<file path="src/rtl/norm_shift_scheduler_if.sv">
// Request/response bundle for the shared mantissa normaliser: two operand
// requesters (0 = sin, 1 = cos) and one tagged result channel.
interface norm_shift_scheduler_if #(
  parameter int MANT_W = 23,
  parameter int EXP_W  = 8
);
  logic              io_req0_valid;
  logic              io_req0_ready;
  logic [MANT_W-1:0] io_req0_mant;
  logic [EXP_W-1:0]  io_req0_exp;
  logic              io_req1_valid;
  logic              io_req1_ready;
  logic [MANT_W-1:0] io_req1_mant;
  logic [EXP_W-1:0]  io_req1_exp;
  logic              io_resp_valid;
  logic              io_resp_ready;
  logic              io_resp_id;
  logic [MANT_W-1:0] io_resp_mant;
  logic [EXP_W-1:0]  io_resp_exp;
  logic              io_resp_zero;
  logic              io_resp_uflow;
  logic              io_busy;

  modport slave (
    input  io_req0_valid, io_req0_mant, io_req0_exp,
    input  io_req1_valid, io_req1_mant, io_req1_exp,
    input  io_resp_ready,
    output io_req0_ready, io_req1_ready,
    output io_resp_valid, io_resp_id, io_resp_mant, io_resp_exp,
    output io_resp_zero, io_resp_uflow, io_busy
  );

  modport master (
    output io_req0_valid, io_req0_mant, io_req0_exp,
    output io_req1_valid, io_req1_mant, io_req1_exp,
    output io_resp_ready,
    input  io_req0_ready, io_req1_ready,
    input  io_resp_valid, io_resp_id, io_resp_mant, io_resp_exp,
    input  io_resp_zero, io_resp_uflow, io_busy
  );
endinterface

</file>
<file path="src/rtl/norm_shift_scheduler.sv">
// Time-shared leading-one normaliser with round-robin arbitration between the sin and cos paths.
// Optional macro NORM_UFLOW_EN: flush to zero with io_resp_uflow when the exponent would underflow.
module norm_shift_scheduler #(
  parameter int MANT_W = 23,
  parameter int EXP_W  = 8,
  parameter int POS_W  = 5
) (
  input  logic                   clock,
  input  logic                   reset,
  norm_shift_scheduler_if.slave  bus
);

  typedef enum logic [1:0] {
    S_IDLE   = 2'd0,
    S_DETECT = 2'd1,
    S_SHIFT  = 2'd2,
    S_RESP   = 2'd3
  } state_t;

  state_t            r_state;
  state_t            w_next;
  logic              r_ptr;
  logic              w_grant0;
  logic              w_grant1;
  logic              w_accept;

  logic [MANT_W-1:0] r_mant_p0;
  logic [EXP_W-1:0]  r_exp_p0;
  logic              r_id_p0;
  logic [POS_W-1:0]  r_pos_p1;
  logic              r_zero_p1;
  logic [MANT_W-1:0] r_mant_p2;
  logic [EXP_W-1:0]  r_exp_p2;
  logic              r_zero_p2;
  logic              r_uflow_p2;

  logic [POS_W-1:0]  w_pos;
  logic [POS_W-1:0]  w_shift;
  logic [MANT_W-1:0] w_mant_sh;
  logic [EXP_W-1:0]  w_exp_sub;
  logic              w_uflow;

  function automatic logic [POS_W-1:0] f_lead_one(input logic [MANT_W-1:0] m);
    logic [POS_W-1:0] pos;
    pos = '0;
    for (int i = 0; i < MANT_W; i++) begin
      if (m[i]) pos = POS_W'(i);
    end
    return pos;
  endfunction

  function automatic logic f_exp_uflow(input logic [EXP_W-1:0] e,
                                       input logic [POS_W-1:0] s);
    return (e < EXP_W'(s));
  endfunction

  // r_ptr holds the last granted requester; on a tie the other one wins.
  always_comb begin
    w_grant0 = bus.io_req0_valid && (!bus.io_req1_valid || r_ptr);
    w_grant1 = bus.io_req1_valid && (!bus.io_req0_valid || !r_ptr);
    w_accept = (r_state == S_IDLE) && (w_grant0 || w_grant1);
  end

  always_comb begin
    w_next = r_state;
    case (r_state)
      S_IDLE:   if (w_accept) w_next = S_DETECT;
      S_DETECT: w_next = S_SHIFT;
      S_SHIFT:  w_next = S_RESP;
      S_RESP:   if (bus.io_resp_ready) w_next = S_IDLE;
      default:  w_next = S_IDLE;
    endcase
  end

  always_ff @(posedge clock) begin
    if (reset) begin
      r_state <= S_IDLE;
      r_ptr   <= 1'b1;
    end else begin
      r_state <= w_next;
      if (w_accept) r_ptr <= w_grant1;
    end
  end

  assign w_pos     = f_lead_one(r_mant_p0);
  assign w_shift   = POS_W'(MANT_W - 1) - r_pos_p1;
  assign w_mant_sh = r_mant_p0 << w_shift;
  assign w_exp_sub = r_exp_p0 - EXP_W'(w_shift);

`ifdef NORM_UFLOW_EN
  assign w_uflow = f_exp_uflow(r_exp_p0, w_shift);
`else
  assign w_uflow = 1'b0;
`endif

  always_ff @(posedge clock) begin
    if (reset) begin
      r_mant_p0  <= '0;
      r_exp_p0   <= '0;
      r_id_p0    <= 1'b0;
      r_pos_p1   <= '0;
      r_zero_p1  <= 1'b0;
      r_mant_p2  <= '0;
      r_exp_p2   <= '0;
      r_zero_p2  <= 1'b0;
      r_uflow_p2 <= 1'b0;
    end else begin
      // p0: operand capture on the request handshake
      if (w_accept) begin
        r_mant_p0 <= w_grant1 ? bus.io_req1_mant : bus.io_req0_mant;
        r_exp_p0  <= w_grant1 ? bus.io_req1_exp  : bus.io_req0_exp;
        r_id_p0   <= w_grant1;
      end
      // p1: leading-one detect
      if (r_state == S_DETECT) begin
        r_pos_p1  <= w_pos;
        r_zero_p1 <= (r_mant_p0 == '0);
      end
      // p2: shift and exponent adjust; zero and underflow both flush the result
      if (r_state == S_SHIFT) begin
        if (r_zero_p1 || w_uflow) begin
          r_mant_p2  <= '0;
          r_exp_p2   <= '0;
          r_zero_p2  <= 1'b1;
          r_uflow_p2 <= !r_zero_p1;
        end else begin
          r_mant_p2  <= w_mant_sh;
          r_exp_p2   <= w_exp_sub;
          r_zero_p2  <= 1'b0;
          r_uflow_p2 <= 1'b0;
        end
      end
    end
  end

  assign bus.io_req0_ready = (r_state == S_IDLE) && w_grant0;
  assign bus.io_req1_ready = (r_state == S_IDLE) && w_grant1;
  assign bus.io_resp_valid = (r_state == S_RESP);
  assign bus.io_resp_id    = r_id_p0;
  assign bus.io_resp_mant  = r_mant_p2;
  assign bus.io_resp_exp   = r_exp_p2;
  assign bus.io_resp_zero  = r_zero_p2;
`ifdef NORM_UFLOW_EN
  assign bus.io_resp_uflow = r_uflow_p2;
`else
  assign bus.io_resp_uflow = 1'b0;
`endif
  assign bus.io_busy       = (r_state != S_IDLE);

endmodule

</file>
<file path="src/flat_wrapper.sv">
// flat-port wrapper written by rule: the top's interface ports become plain ports
module norm_shift_scheduler_flat 
#(
  parameter int MANT_W = 23,
  parameter int EXP_W  = 8,
  parameter int POS_W  = 5
)
  (clock, reset, bus_io_req0_valid, bus_io_req0_mant, bus_io_req0_exp, bus_io_req1_valid, bus_io_req1_mant, bus_io_req1_exp, bus_io_resp_ready, bus_io_req0_ready, bus_io_req1_ready, bus_io_resp_valid, bus_io_resp_id, bus_io_resp_mant, bus_io_resp_exp, bus_io_resp_zero, bus_io_resp_uflow, bus_io_busy);
  norm_shift_scheduler_if #(.MANT_W(MANT_W), .EXP_W(EXP_W)) bus_i ();
  input  logic clock;
  input  logic reset;
  input wire logic [$bits(bus_i.io_req0_valid)-1:0] bus_io_req0_valid;
  input wire logic [$bits(bus_i.io_req0_mant)-1:0] bus_io_req0_mant;
  input wire logic [$bits(bus_i.io_req0_exp)-1:0] bus_io_req0_exp;
  input wire logic [$bits(bus_i.io_req1_valid)-1:0] bus_io_req1_valid;
  input wire logic [$bits(bus_i.io_req1_mant)-1:0] bus_io_req1_mant;
  input wire logic [$bits(bus_i.io_req1_exp)-1:0] bus_io_req1_exp;
  input wire logic [$bits(bus_i.io_resp_ready)-1:0] bus_io_resp_ready;
  output wire logic [$bits(bus_i.io_req0_ready)-1:0] bus_io_req0_ready;
  output wire logic [$bits(bus_i.io_req1_ready)-1:0] bus_io_req1_ready;
  output wire logic [$bits(bus_i.io_resp_valid)-1:0] bus_io_resp_valid;
  output wire logic [$bits(bus_i.io_resp_id)-1:0] bus_io_resp_id;
  output wire logic [$bits(bus_i.io_resp_mant)-1:0] bus_io_resp_mant;
  output wire logic [$bits(bus_i.io_resp_exp)-1:0] bus_io_resp_exp;
  output wire logic [$bits(bus_i.io_resp_zero)-1:0] bus_io_resp_zero;
  output wire logic [$bits(bus_i.io_resp_uflow)-1:0] bus_io_resp_uflow;
  output wire logic [$bits(bus_i.io_busy)-1:0] bus_io_busy;
  assign bus_i.io_req0_valid = bus_io_req0_valid;
  assign bus_i.io_req0_mant = bus_io_req0_mant;
  assign bus_i.io_req0_exp = bus_io_req0_exp;
  assign bus_i.io_req1_valid = bus_io_req1_valid;
  assign bus_i.io_req1_mant = bus_io_req1_mant;
  assign bus_i.io_req1_exp = bus_io_req1_exp;
  assign bus_i.io_resp_ready = bus_io_resp_ready;
  assign bus_io_req0_ready = bus_i.io_req0_ready;
  assign bus_io_req1_ready = bus_i.io_req1_ready;
  assign bus_io_resp_valid = bus_i.io_resp_valid;
  assign bus_io_resp_id = bus_i.io_resp_id;
  assign bus_io_resp_mant = bus_i.io_resp_mant;
  assign bus_io_resp_exp = bus_i.io_resp_exp;
  assign bus_io_resp_zero = bus_i.io_resp_zero;
  assign bus_io_resp_uflow = bus_i.io_resp_uflow;
  assign bus_io_busy = bus_i.io_busy;
  norm_shift_scheduler #(.MANT_W(MANT_W), .EXP_W(EXP_W), .POS_W(POS_W)) u_core (.clock(clock), .reset(reset), .bus(bus_i));
endmodule
</file>
<file path="config.mk">
export PLATFORM = sky130hd
export DESIGN_NAME = norm_shift_scheduler_flat
export DESIGN_NICKNAME = d
export VERILOG_FILES = /design/src/rtl/norm_shift_scheduler_if.sv /design/src/rtl/norm_shift_scheduler.sv /design/src/flat_wrapper.sv
export SDC_FILE = /design/constraint.sdc
export NUM_CORES = 1
export LEC_CHECK = 0
export BUFFER_PORTS_ARGS = -buffer_cell sky130_fd_sc_hd__buf_4
export CAP_MARGIN = 20
export CELL_PAD_IN_SITES_DETAIL_PLACEMENT = 0
export CELL_PAD_IN_SITES_GLOBAL_PLACEMENT = 1
export CORE_MARGIN = 8
export CORE_UTILIZATION = 44
export DETAILED_ROUTE_END_ITERATION = 10
export GPL_TIMING_DRIVEN = 0
export PLACE_DENSITY_LB_ADDON = 0.1
export SLEW_MARGIN = 20
export SYNTH_ARGS = -nofsm -noshare
export SYNTH_HDL_FRONTEND = slang
export SYNTH_SLANG_ARGS = --single-unit
export TNS_END_PERCENT = 1
</file>
<file path="constraint.sdc">
create_clock -name clock -period 4.24 [get_ports clock]
set_input_delay 0.636 -clock clock [delete_from_list [all_inputs] [get_ports clock]]
set_output_delay 0.636 -clock clock [all_outputs]
set_load 0.1 [all_outputs]
</file>
==> flow_metrics.env <==
export IMPL_p_per_area_nw_per_um2=800
export IMPL_numCtsBuffers=9
export IMPL_synth_edf_count=0
export IMPL_drc_errors=0
export IMPL_criticalPathCategory="flip-flop to flip-flop"
export IMPL_rrSetupSlack_ns=1.45
export IMPL_diodes=0
export IMPL_synth_nets=590
export IMPL_power_frac_clock=0.132
export IMPL_p_seq_frac=0.248
export IMPL_nFillCells=930
export IMPL_nets=704
export IMPL_startpoint_type="flip-flop"
export IMPL_ioPinCount=105
export IMPL_die_w_um=118
export IMPL_fin_crit_ns=2.79
export IMPL_cts_setup_buffers=0
export IMPL_vias=4162
export IMPL_cts_root_buf="clkbuf_8"
export IMPL_maxSlewHeadroom=0.533
export IMPL_utilization=0.562
export IMPL_required_ns=4.48
export IMPL_viasPerCell=5.43
export IMPL_grt_max_degree=14
export IMPL_synth_commonest_cells="75 x nor2_1, 73 x dfxtp_1, 58 x nand2_1"
export IMPL_worst_hold_slack_ns=0.438
export IMPL_core_rowCount=37
export IMPL_switching_share=0.506
export IMPL_routabilityCongestion=0.865
export IMPL_post_cts_resized=0
export IMPL_synth_distinct_cells=72
export IMPL_dp_slack_ns=1.50
export IMPL_worstMarginPinSlew_ns=0.701
export IMPL_max_freq_mhz=359
export IMPL_grt_pass1_vias=4171
export IMPL_initial_utilization=0.448
export IMPL_cp_end_kind="flip-flop"
export IMPL_setup_ws_ns=1.45
export IMPL_layout_drive_gt1_share=0.304
export IMPL_p_comb_frac=0.620
export IMPL_finalSetupViolCount=0
export IMPL_synth_most_common_cell="nor2_1"
export IMPL_overflow=0
export IMPL_die_area_um2=14000
export IMPL_internal_power_mw=2.27
export IMPL_ys_seq_area_frac=0.319
export IMPL_vdd_drop_max_mv=0.308
export IMPL_avgSynthCellArea_um2=8.96
export IMPL_syn_inst=512
export IMPL_synth_flop_cell="dfxtp_1"
export IMPL_coreArea_um2=10200
export IMPL_finClkSkew_ns=0.00964
export IMPL_dp_hpwl_um=10400
export IMPL_status="completed"
export IMPL_die_h_um=118
export IMPL_cp_max_fo=10
export IMPL_hold_buffers=0
export IMPL_slew_violations=0
export IMPL_port_buffers=103
export IMPL_cts_tree="built"
export IMPL_post_route_period_util=0.657
export IMPL_netlist_area_leader_share=0.319
export IMPL_firstDrtPassIters=5
export IMPL_antenna_left=0
export IMPL_drt_wirelength_per_cell_um=17.1
export IMPL_hold_viol=0
export IMPL_track_usage=0.184
export IMPL_fin_setup_tns_ns=0
export IMPL_grt_pass1_wl_um=21200
export IMPL_antenna_found_initial=0
export IMPL_drt_iter0_markers=278
export IMPL_cts_htree_levels=3
export IMPL_p_sw_mw=2.33
export IMPL_p_leak_nw=2.37
export IMPL_synth_ff_latch_count=73
export IMPL_clk_pin_slew_ns=0.08
export IMPL_cp_arrival_ns=3.03
export IMPL_cap_violations=0
export IMPL_netlist_area_um2=4590
export IMPL_clk_latency_ns=0.35
export IMPL_cts_sinks=73
export IMPL_synth_area_leaders="dfxtp_1 32%, mux4_2 8.8%, mux2i_1 8.7%, nor2_1 6.1%, a211oi_1 5.4%"
export IMPL_total_power_mw=4.60
export IMPL_wl_um=13100
export IMPL_syn_to_final_growth_pct=25.3
export IMPL_synth_top_area_cell="dfxtp_1"
export IMPL_yosys_warnings=0
export IMPL_cts_buffer_depth=2
export IMPL_rsz0062_at_grt="false"
export IMPL_async_reset_ff_frac=0
export IMPL_hold_class="flip-flop to flip-flop"
[cells in the final DEF, fill, tap and decap left out, types with 11 or more instances in the layout]
| master | Yosys | layout |
|---|---|---|
| clkbuf_1 | 13 | 13 |
| nor2_1 | 75 | 75 |
| nand2_1 | 58 | 58 |
| mux4_2 | 18 | 18 |
| nor3_1 | 13 | 13 |
| a21oi_1 | 18 | 18 |
| a211oi_1 | 33 | 33 |
| nor2b_1 | 11 | 11 |
| inv_1 | 14 | 14 |
| mux2i_1 | 40 | 40 |
| dfxtp_1 | 73 | 73 |
| buf_4 | 4 | 107 |
[power by group through the flow]
stage	Clock [mW]	Sequential, mW	Combinational (mW)
global route	0.650	1.17	3.07
detailed placement	0	1.15	2.84
global placement	0	1.14	2.82
CTS	0.620	1.14	2.85
floorplan	0	1.41	1.91
finish	0.607	1.14	2.85
[stage by stage]
stage	instance area, um2	std cells
5_1_grt	5750	767
2_1_floorplan	4590	512
3_3_place_gp	5530	751
4_1_cts	5750	767
3_5_place_dp	5530	751
6_report	5750	767
[final cells by class]
cell class	instances	area, um2	share of cell area
repair buffers	103	773	0.134
clock inverters	7	95.1	0.0165
plain buffers	34	193	0.0335
well taps	136	170	0.0296
multi-input cells	388	2870	0.498
flip-flops and latches	73	1460	0.254
clock buffers	9	124	0.0215
inverters	17	67.6	0.0117
[cell families (layout without fill, tap and decap cells)]
logic type                 Yosys count  in the layout  synth area share
AOI/OAI and AO/OA                  119            119             0.199
adders and majority gates           11             11            0.0316
buffers and inverters               51            170            0.0567
and+or+nand+nor                    192            192             0.196
DFF                                 73             73             0.319
xor gates and xnor gates             3              3            0.0115
other                                1              1          0.000817
muxes                               62             62             0.186
[worst max-delay path: stages, from the launching register on]
cell,delay [ns]
dfxtp_1,0.35
ha_1,0.26
xnor2_1,0.22
clkinv_2,0.21
buf_2,0.25
ha_1,0.33
nor2b_1,0.15
o21a_1,0.18
o21ai_0,0.30
a21oi_1,0.13
a211o_1,0.28
[sequential cells by signal, indices dropped and copies added (netlist names), 2 cells and up]
| register | cells |
|---|---|
| u_core.bus.io_resp_mant | 23 |
| u_core.r_state | 2 |
| u_core.bus.io_resp_exp | 8 |
| u_core.r_exp_p0 | 8 |
| u_core.r_pos_p1 | 5 |
| u_core.r_mant_p0 | 23 |
[path summary, 6_finish.rpt]
path	from	end	cells past startpoint
setup reg to reg	u_core.r_pos_p1[0]	u_core.bus.io_resp_exp[6]	10
hold reg to reg	u_core.bus.io_resp_mant[8]	u_core.bus.io_resp_mant[8]	2
hold / removal	u_core.bus.io_resp_mant[8]	u_core.bus.io_resp_mant[8]	2
setup / recovery	u_core.r_pos_p1[0]	u_core.bus.io_resp_exp[6]	10
[routing by layer]
metal / routed length, um / track usage
met5: 0 / 0
met3: 724 / 0.0403
met4: 192 / 0.0544
met2: 6170 / 0.300
met1: 6010 / 0.238
(Power assumes the default switching activity.)
